### src/rtl/uart_transceiver.sv
// 8N1 UART transceiver: 16x oversampled receiver with two-flop input
// synchronizer, and a transmitter timing each bit as exactly 16*DIV clocks.
module uart_transceiver #(
  parameter int unsigned CLK_FREQ = 50000000,
  parameter int unsigned BAUD     = 9600,
  parameter int unsigned DIV      = CLK_FREQ / (BAUD * 16)
) (
  input  logic       Clk,
  input  logic       Rst,
  input  logic       Rx,
  output logic       Tx,
  input  logic [7:0] TxData,
  input  logic       TxStart,
  output logic [7:0] RxData,
  output logic       RxRdy,
  output logic       TxRdy,
  output logic       TxBusy,
  output logic       FrameErr
);

  localparam int unsigned TW = $clog2(DIV);
  localparam int unsigned BW = $clog2(16 * DIV);
  localparam logic [TW-1:0] TICK_LAST = TW'(DIV - 1);
  localparam logic [BW-1:0] BIT_LAST  = BW'(16 * DIV - 1);

  typedef enum logic [1:0] {IDLE, START, DATA, STOP} state_t;

  // ---------------- receiver ----------------
  logic          rx1, rxs;
  state_t        rx_state, rx_state_n;
  logic [TW-1:0] tcnt, tcnt_n;
  logic [3:0]    s, s_n;
  logic [2:0]    ridx, ridx_n;
  logic [7:0]    rsr, rsr_n, rxdata_n;
  logic          rxrdy_n, ferr_n, tick;

  // Two-flop synchronizer for the asynchronous Rx pin; idles high.
  always_ff @(posedge Clk or negedge Rst) begin
    if (!Rst) begin
      rx1 <= 1'b1;
      rxs <= 1'b1;
    end else begin
      rx1 <= Rx;
      rxs <= rx1;
    end
  end

  // Receiver state and datapath registers.
  always_ff @(posedge Clk or negedge Rst) begin
    if (!Rst) begin
      rx_state <= IDLE;
      tcnt     <= '0;
      s        <= '0;
      ridx     <= '0;
      rsr      <= '0;
      RxData   <= '0;
      RxRdy    <= 1'b0;
      FrameErr <= 1'b0;
    end else begin
      rx_state <= rx_state_n;
      tcnt     <= tcnt_n;
      s        <= s_n;
      ridx     <= ridx_n;
      rsr      <= rsr_n;
      RxData   <= rxdata_n;
      RxRdy    <= rxrdy_n;
      FrameErr <= ferr_n;
    end
  end

  // Receiver next-state: tick divider, mid-bit sampling, stop-bit validation.
  always_comb begin
    rx_state_n = rx_state;
    s_n        = s;
    ridx_n     = ridx;
    rsr_n      = rsr;
    rxdata_n   = RxData;
    rxrdy_n    = 1'b0;
    ferr_n     = 1'b0;
    tick       = (tcnt == TICK_LAST);
    if (rx_state == IDLE) tcnt_n = '0;
    else if (tick)        tcnt_n = '0;
    else                  tcnt_n = tcnt + TW'(1);
    unique case (rx_state)
      IDLE: begin
        if (!rxs) begin
          rx_state_n = START;
          s_n        = '0;
        end
      end
      START: begin
        if (tick) begin
          if (s == 4'd7) begin
            if (rxs) rx_state_n = IDLE;
            else begin
              rx_state_n = DATA;
              s_n        = '0;
              ridx_n     = '0;
            end
          end else s_n = s + 4'd1;
        end
      end
      DATA: begin
        if (tick) begin
          s_n = s + 4'd1;
          if (s == 4'd15) begin
            rsr_n = {rxs, rsr[7:1]};
            if (ridx == 3'd7) rx_state_n = STOP;
            else              ridx_n = ridx + 3'd1;
          end
        end
      end
      STOP: begin
        if (tick) begin
          s_n = s + 4'd1;
          if (s == 4'd15) begin
            if (rxs) begin
              rxdata_n = rsr;
              rxrdy_n  = 1'b1;
            end else ferr_n = 1'b1;
            rx_state_n = IDLE;
          end
        end
      end
      default: rx_state_n = IDLE;
    endcase
  end

  // ---------------- transmitter ----------------
  state_t        tx_state, tx_state_n;
  logic [BW-1:0] bcnt, bcnt_n;
  logic [2:0]    tidx, tidx_n;
  logic [7:0]    tsr, tsr_n;
  logic          tx_n, txbusy_n, txrdy_n;

  // Transmitter state and registered pin/flag outputs.
  always_ff @(posedge Clk or negedge Rst) begin
    if (!Rst) begin
      tx_state <= IDLE;
      bcnt     <= '0;
      tidx     <= '0;
      tsr      <= '0;
      Tx       <= 1'b1;
      TxBusy   <= 1'b0;
      TxRdy    <= 1'b0;
    end else begin
      tx_state <= tx_state_n;
      bcnt     <= bcnt_n;
      tidx     <= tidx_n;
      tsr      <= tsr_n;
      Tx       <= tx_n;
      TxBusy   <= txbusy_n;
      TxRdy    <= txrdy_n;
    end
  end

  // Transmitter next-state; outputs are decoded from the next state so the
  // registered Tx/TxBusy/TxRdy line up with the state they describe.
  always_comb begin
    tx_state_n = tx_state;
    bcnt_n     = bcnt;
    tidx_n     = tidx;
    tsr_n      = tsr;
    unique case (tx_state)
      IDLE: begin
        if (TxStart) begin
          tsr_n      = TxData;
          bcnt_n     = '0;
          tx_state_n = START;
        end
      end
      START: begin
        if (bcnt == BIT_LAST) begin
          bcnt_n     = '0;
          tidx_n     = '0;
          tx_state_n = DATA;
        end else bcnt_n = bcnt + BW'(1);
      end
      DATA: begin
        if (bcnt == BIT_LAST) begin
          bcnt_n = '0;
          tsr_n  = {1'b0, tsr[7:1]};
          if (tidx == 3'd7) tx_state_n = STOP;
          else              tidx_n = tidx + 3'd1;
        end else bcnt_n = bcnt + BW'(1);
      end
      STOP: begin
        if (bcnt == BIT_LAST) tx_state_n = IDLE;
        else                  bcnt_n = bcnt + BW'(1);
      end
      default: tx_state_n = IDLE;
    endcase
    tx_n     = (tx_state_n == START) ? 1'b0 :
               (tx_state_n == DATA)  ? tsr_n[0] : 1'b1;
    txbusy_n = (tx_state_n != IDLE);
    txrdy_n  = (tx_state_n == STOP) && (bcnt_n == BIT_LAST);
  end

endmodule

### config.mk
export PLATFORM = sky130hd
export DESIGN_NAME = uart_transceiver
export DESIGN_NICKNAME = d
export VERILOG_FILES = /design/src/rtl/uart_transceiver.sv
export SDC_FILE = /design/constraint.sdc
export NUM_CORES = 1
export LEC_CHECK = 0
export BUFFER_PORTS_ARGS = -buffer_cell sky130_fd_sc_hd__buf_4
export CORE_ASPECT_RATIO = 1.25
export CORE_MARGIN = 2
export CORE_UTILIZATION = 49
export CTS_CLUSTER_SIZE = 12
export DETAILED_ROUTE_END_ITERATION = 8
export HOLD_SLACK_MARGIN = 0.08
export PLACE_DENSITY = 0.69
export SYNTH_ARGS = -nofsm -noshare
export SYNTH_HDL_FRONTEND = slang
export SYNTH_SLANG_ARGS = --single-unit
### constraint.sdc
create_clock -name Clk -period 2.1 [get_ports Clk]
set_input_delay 0.105 -clock Clk [delete_from_list [all_inputs] [get_ports Clk]]
set_output_delay 0.105 -clock Clk [all_outputs]
set_load 0.05 [all_outputs]
=== After elaboration in Yosys (flattened, before gate mapping) ===
Cells that the tools add are included.

* $add $sub $neg: 5
* Multiplexer cells: 51
* Equal/unequal tests: 31
* Reduce and logical (&&, ||, !) cells: 16

{| class="wikitable"
|+ Operator list
! cell !! number
|-
| two-way mux 13 bit || 3
|-
| one-hot mux 13 bit (3 select lines) || 1
|-
| two-way mux 2 bit || 14
|-
| inequality test 2 bit (second input constant) || 14
|-
| two-way mux 3 bit || 9
|-
| equality test 13 bit (second input constant) || 2
|-
| two-way mux 9 bit || 2
|-
| two-way mux 4 bit || 4
|-
| two-way mux 8 bit || 2
|-
| one-hot mux 2 bit (4 select lines) || 2
|-
| one-hot mux 8 bit (2 select lines) || 1
|-
| adder 13 x 1 -> 13 bit (second input constant) || 1
|-
| equality test 2 bit (second input constant) || 6
|-
| one-hot mux 3 bit (2 select lines) || 2
|-
| one-hot mux 4 bit (3 select lines) || 1
|-
| two-way mux 1 bit || 10
|-
| adder 9 x 1 -> 9 bit (second input constant) || 1
|-
| equality test 9 bit (second input constant) || 1
|-
| AND reduction 4 bit || 2
|-
| AND reduction 8 bit || 1
|-
| nonzero test 2 bit || 4
|-
| AND reduction 7 bit || 1
|-
| adder 3 x 1 -> 3 bit (second input constant) || 2
|-
| equality test 2 x 1 -> 1 bit (second input constant) || 3
|-
| other kinds (10) || 14
|}

* Flip-flop bits (word level): 67
* Output and inout bits: 13
* Input bits: 12

=== Depth between registers and ports, before layout ===
* Depth in word-level cells: 7
* Depth in mapped cells: 10

=== Worst setup path after synthesis ===
Ideal clock, no wire load.

* Kind: register to register
* Start: reg bcnt[0]
* End: reg TxRdy
* Path slack: -0.126 ns
* Clock period less this slack: 2.226 ns
* Required time: 2.032 ns
* Arrival time: 2.158 ns
* Cell stages (with the launch flop): 11
* Library setup time: 0.068 ns
* Cells stage by stage: dfrtp_1 > ha_1 > and4b_1 > clkbuf_2 > nand3_1 > ha_1 > a2bb2oi_1 > o22ai_1 > nand4b_1 > a2111oi_0 > and4_1

* Longest elaborated chain between the ends: 5

{| class="wikitable"
|+ Ends and longest elaborated chain
! item !! line !! source
|-
| from (decl) || 131 || <nowiki>logic [BW-1:0] bcnt, bcnt_n;</nowiki>
|-
| from (signal assigned) || 148 || <nowiki>bcnt <= bcnt_n;</nowiki>
|-
| adder 13 x 1 -> 13 bit / equality test 13 bit (equally long branches) || -- ||
|-
| two-way mux 13 bit, on equally long branches || 188, 173, 180 ||
|-
| one-hot mux 13 bit (3 select lines) * || 164 || <nowiki>unique case (tx_state)</nowiki>
|-
| named net bcnt_n[0] || 131 ||
|-
| equality test 13 bit * || 196 || <nowiki>txrdy_n = (tx_state_n == STOP) && (bcnt_n == BIT_LAST);</nowiki>
|-
| logical AND 1 bit * || 196 ||
|-
| named net txrdy_n || 134 || <nowiki>logic tx_n, txbusy_n, txrdy_n;</nowiki>
|-
| to (signal assigned) || 153 || <nowiki>TxRdy <= txrdy_n;</nowiki>
|-
| to (decl) || 16 || <nowiki>output logic TxRdy,</nowiki>
|}

The timed path passes the listed nets; every way through them passes the cells marked *.
A chain may end at the register's enable or synchronous reset.

=== Final worst setup path ===
* Start: reg tx_state[1]
* End: reg TxRdy

* Longest elaborated chain between the ends: 5

{| class="wikitable"
|+ Ends and longest elaborated chain
! item !! line !! source
|-
| from (decl) || 130 || <nowiki>state_t tx_state, tx_state_n;</nowiki>
|-
| from (signal assigned) || 147 || <nowiki>tx_state <= tx_state_n;</nowiki>
|-
| equality test 2 bit / equality test 2 x 1 -> 1 bit (equally long branches) || 164 ||
|-
| OR reduction 2 bit (no line) || -- ||
|-
| one-hot mux 13 bit (3 select lines) * || 164 ||
|-
| named net bcnt_n[11] || 131 ||
|-
| equality test 13 bit * || 196 ||
|-
| logical AND 1 bit * || 196 ||
|-
| named net txrdy_n || 134 ||
|}

Marks and branches as above.

==> results.tsv <==
metric	value	unit
number of max-cap violations	0	
async set-reset flop share out of synthesis	1.00	
DIE WIDTH	78.9	um
PortBufs	24	
I/O Pins	25	
initial antenna violation count	0	
share of post-route cells with drive strength above 1	0.320	
RSZ-0062 raised after global routing	true	
Via-to-Cell Ratio	5.70	
Starting DRT DRC Count	189	
Post-Synthesis Cells	333	
clock latency on the worst-skew pair	0.35	ns
Setup Viol. Count Final	1	
Max Fclk	472	MHz
# clock sinks	67	
Final Max Tran Viols	0	
Die H	97.6	um
clock tree buffer depth	2	
Yosys warnings	0	
largest net degree at the start of global routing	68	
DIE AREA	0.00770	mm^2
Initial Util	0.499	
vias in the first global route	2790	
Slew @ Worst Pin	0.838	ns
final core utilization	0.640	
Worst-path clk slew	0.07	ns
Final ANT Viol Nets	0	
nets@finish	430	
P&R area growth vs syn	28.4	%
mean post-synth cell area	10.3	um^2
period utilization	1.01	
slew margin rel.	0.441	
Peak VDD IR	0.405	mV
Worst Slack Setup Final	-0.0200	ns
# rows	34	
Synth area leader	dfrtp_1	
met2 Resource Use GR	0.355	
Main synth FF type	dfrtp_1	
GRT busiest layer	met2	
top post-synthesis cells by area	dfrtp_1 (47%), mux2_2 (5.6%), ha_1 (4.7%)	
flops & latches, synth	67	
Post-synth EDFFs	0	
Clock Skew	0.0105	ns
Fin. Hold Viols	0	
final wirelength	7630	um
Core Footprint	0.00689	mm^2
leakage	2.01	nW
pre-CTS setup slack	-0.137	ns
setup_tns	-0.0200	ns
Worst Path Max Fanout	4	
diode count	0	
Syn Nets	358	
hpwl dp	5220	um
DR WL/cell	15.3	um
share of Yosys cell area claimed by the top area cell type	0.466	
htree depth	3	
crit path DAT	2.36	ns
Tmin final	2.12	ns
first-pass GRT wire length	12600	um
clock tree root driver cell	clkbuf_8	
Crit path required time	2.34	ns
Synth cell types	58	
drt pass-1 iters	4	
Hold WC Path Type	input port to flop	
total CTS buffers	9	
Cell Area, Synth	0.00344	mm^2
GRT overflow	0	
routability cong.	0.880	
vias	2848	
CTS tree	done	
GR met1 Demand/Resource	0.252	
drc violations	0	
status	finished with violations	
CP endpoint kind	flop	
post-synthesis sequential area ratio	0.489	
failing checks	setup timing	
CP Launch Type	flop	
crit path kind	flop to flop	
Pwr Density	555	mW/mm^2
GR Util met3	0.0316	
GRT Util Overall	0.209	
[synthesized netlist by cell type (all sizes together) (2+ instances only)]
cell,instances
a211oi,2
a21o,2
a21oi,12
a22o,4
a22oi,6
a2bb2oi,2
a31oi,5
a32oi,6
a41oi,3
and2,2
and3,6
and4,3
and4bb,3
buf,4
clkbuf,7
dfrtp,64
dfstp,3
ha,13
inv,16
mux2,17
mux2i,2
nand2,22
nand2b,4
nand3,13
nand4,6
nor2,33
nor2b,4
nor3,4
nor4,3
nor4b,2
o21ai,25
o221ai,2
o22ai,2
o31ai,5
or2,2
xnor2,2
xor2,8
[registers in the layout, summed over array words and instances (netlist names), 2 cells and up, named ones only]
name	cells
RxData	8
bcnt	13
ridx	3
rsr	8
s	4
tcnt	9
tidx	3
tsr	8
tx_state	2
[cell families (layout without fill, tap and decap cells)]
logic type	after synthesis	in the layout	share of synthesized area
muxes	19	19	0.0615
AOI/OAI and AO/OA	84	84	0.167
xor gates and xnor gates	10	10	0.0255
and+or+nand+nor	113	113	0.177
DFF	67	67	0.489
buffers and inverters	27	104	0.0320
adders and majority gates	13	13	0.0473
[layout make-up]
class                   count  area (um^2)
clock buffers              12          155
fillers                   572         2480
inverters                  16         60.1
well taps                  90          113
flip-flops and latches     67         1680
clock inverters             4         48.8
multi-input cells         239         1790
repair buffers             72          563
[cell usage in the layout, fill, tap and decap left out, drive strengths merged, types with 8 or more instances in the layout]
| master | Yosys | layout |
|---|---|---|
| dfrtp | 64 | 64 |
| buf | 4 | 63 |
| nor2 | 33 | 33 |
| o21ai | 25 | 25 |
| nand2 | 22 | 22 |
| mux2 | 17 | 17 |
| inv | 16 | 16 |
| ha | 13 | 13 |
| nand3 | 13 | 13 |
| a21oi | 12 | 12 |
| clkbuf | 7 | 12 |
| dlygate4sd3 | 0 | 9 |
| xor2 | 8 | 8 |
[power by group]
group / switching [W] / internal (W) / leakage, nW
sequential: 0.00000184 / 0.00129 / 0.880
combinational: 0.0000337 / 0.0000260 / 1.02
clock: 0.000481 / 0.000612 / 0.106
[worst max-delay path, stage by stage (launching register included)]
cell and delay, ns:
dfrtp_1 0.39, inv_1 0.09, ha_2 0.38, o21bai_2 0.10, buf_4 0.16, or4_1 0.49, o221ai_1 0.13, nor4b_2 0.09
and4_1 0.20
[worst paths after layout]
| check | start | end | slack, ns | cells past startpoint |
|---|---|---|---|---|
| worst min register to register | rx1$_DFF_PN1_ | rxs$_DFF_PN1_ | 0.36 | 0 |
| worst min-delay path | TxData[0] | tsr[0]$_DFF_PN0_ | 0.19 | 4 |
| worst max register to register | tx_state[1]$_DFF_PN0_ | TxRdy$_DFF_PN0_ | -0.02 | 8 |
| max in group asynchronous | Rst | tcnt[3]$_DFF_PN0_ | 1.14 | 2 |
| min in group asynchronous | Rst | RxData[3]$_DFFE_PN0P_ | 0.39 | 2 |
| worst max-delay path | tx_state[1]$_DFF_PN0_ | TxRdy$_DFF_PN0_ | -0.02 | 8 |
[through the flow]
| step | instance area (um^2) | hold WS [ns] | instances | total power (W) |
|---|---|---|---|---|
| after floorplan | 3450 | -0.191 | 333 | 0.00132 |
| after detailed placement | 3980 | 0.215 | 475 | 0.00137 |
| final | 4410 | 0.195 | 500 | 0.00245 |
| after global routing | 4410 | 0.204 | 500 | 0.00255 |
| after CTS | 4320 | 0.229 | 500 | 0.00247 |
| after global placement | 3980 | 0.216 | 475 | 0.00137 |
[per-layer routing]
layer	wire, um	vias to the layer above	part of all wire
li1	-	1369	-
met1	3150	1399	0.41
met2	4020	67	0.53
met3	288	13	0.038
met4	167	0	0.022
met5	0	-	0
[what timing repair did]
action	in CTS	in global routing
buffers inserted	0	0
setup endpoints to repair	9	19
pin swaps	8	7
hold buffers	9	0
endpoints found under the hold margin	72	0
resized for setup	9	20
(Power assumes the default switching activity.)
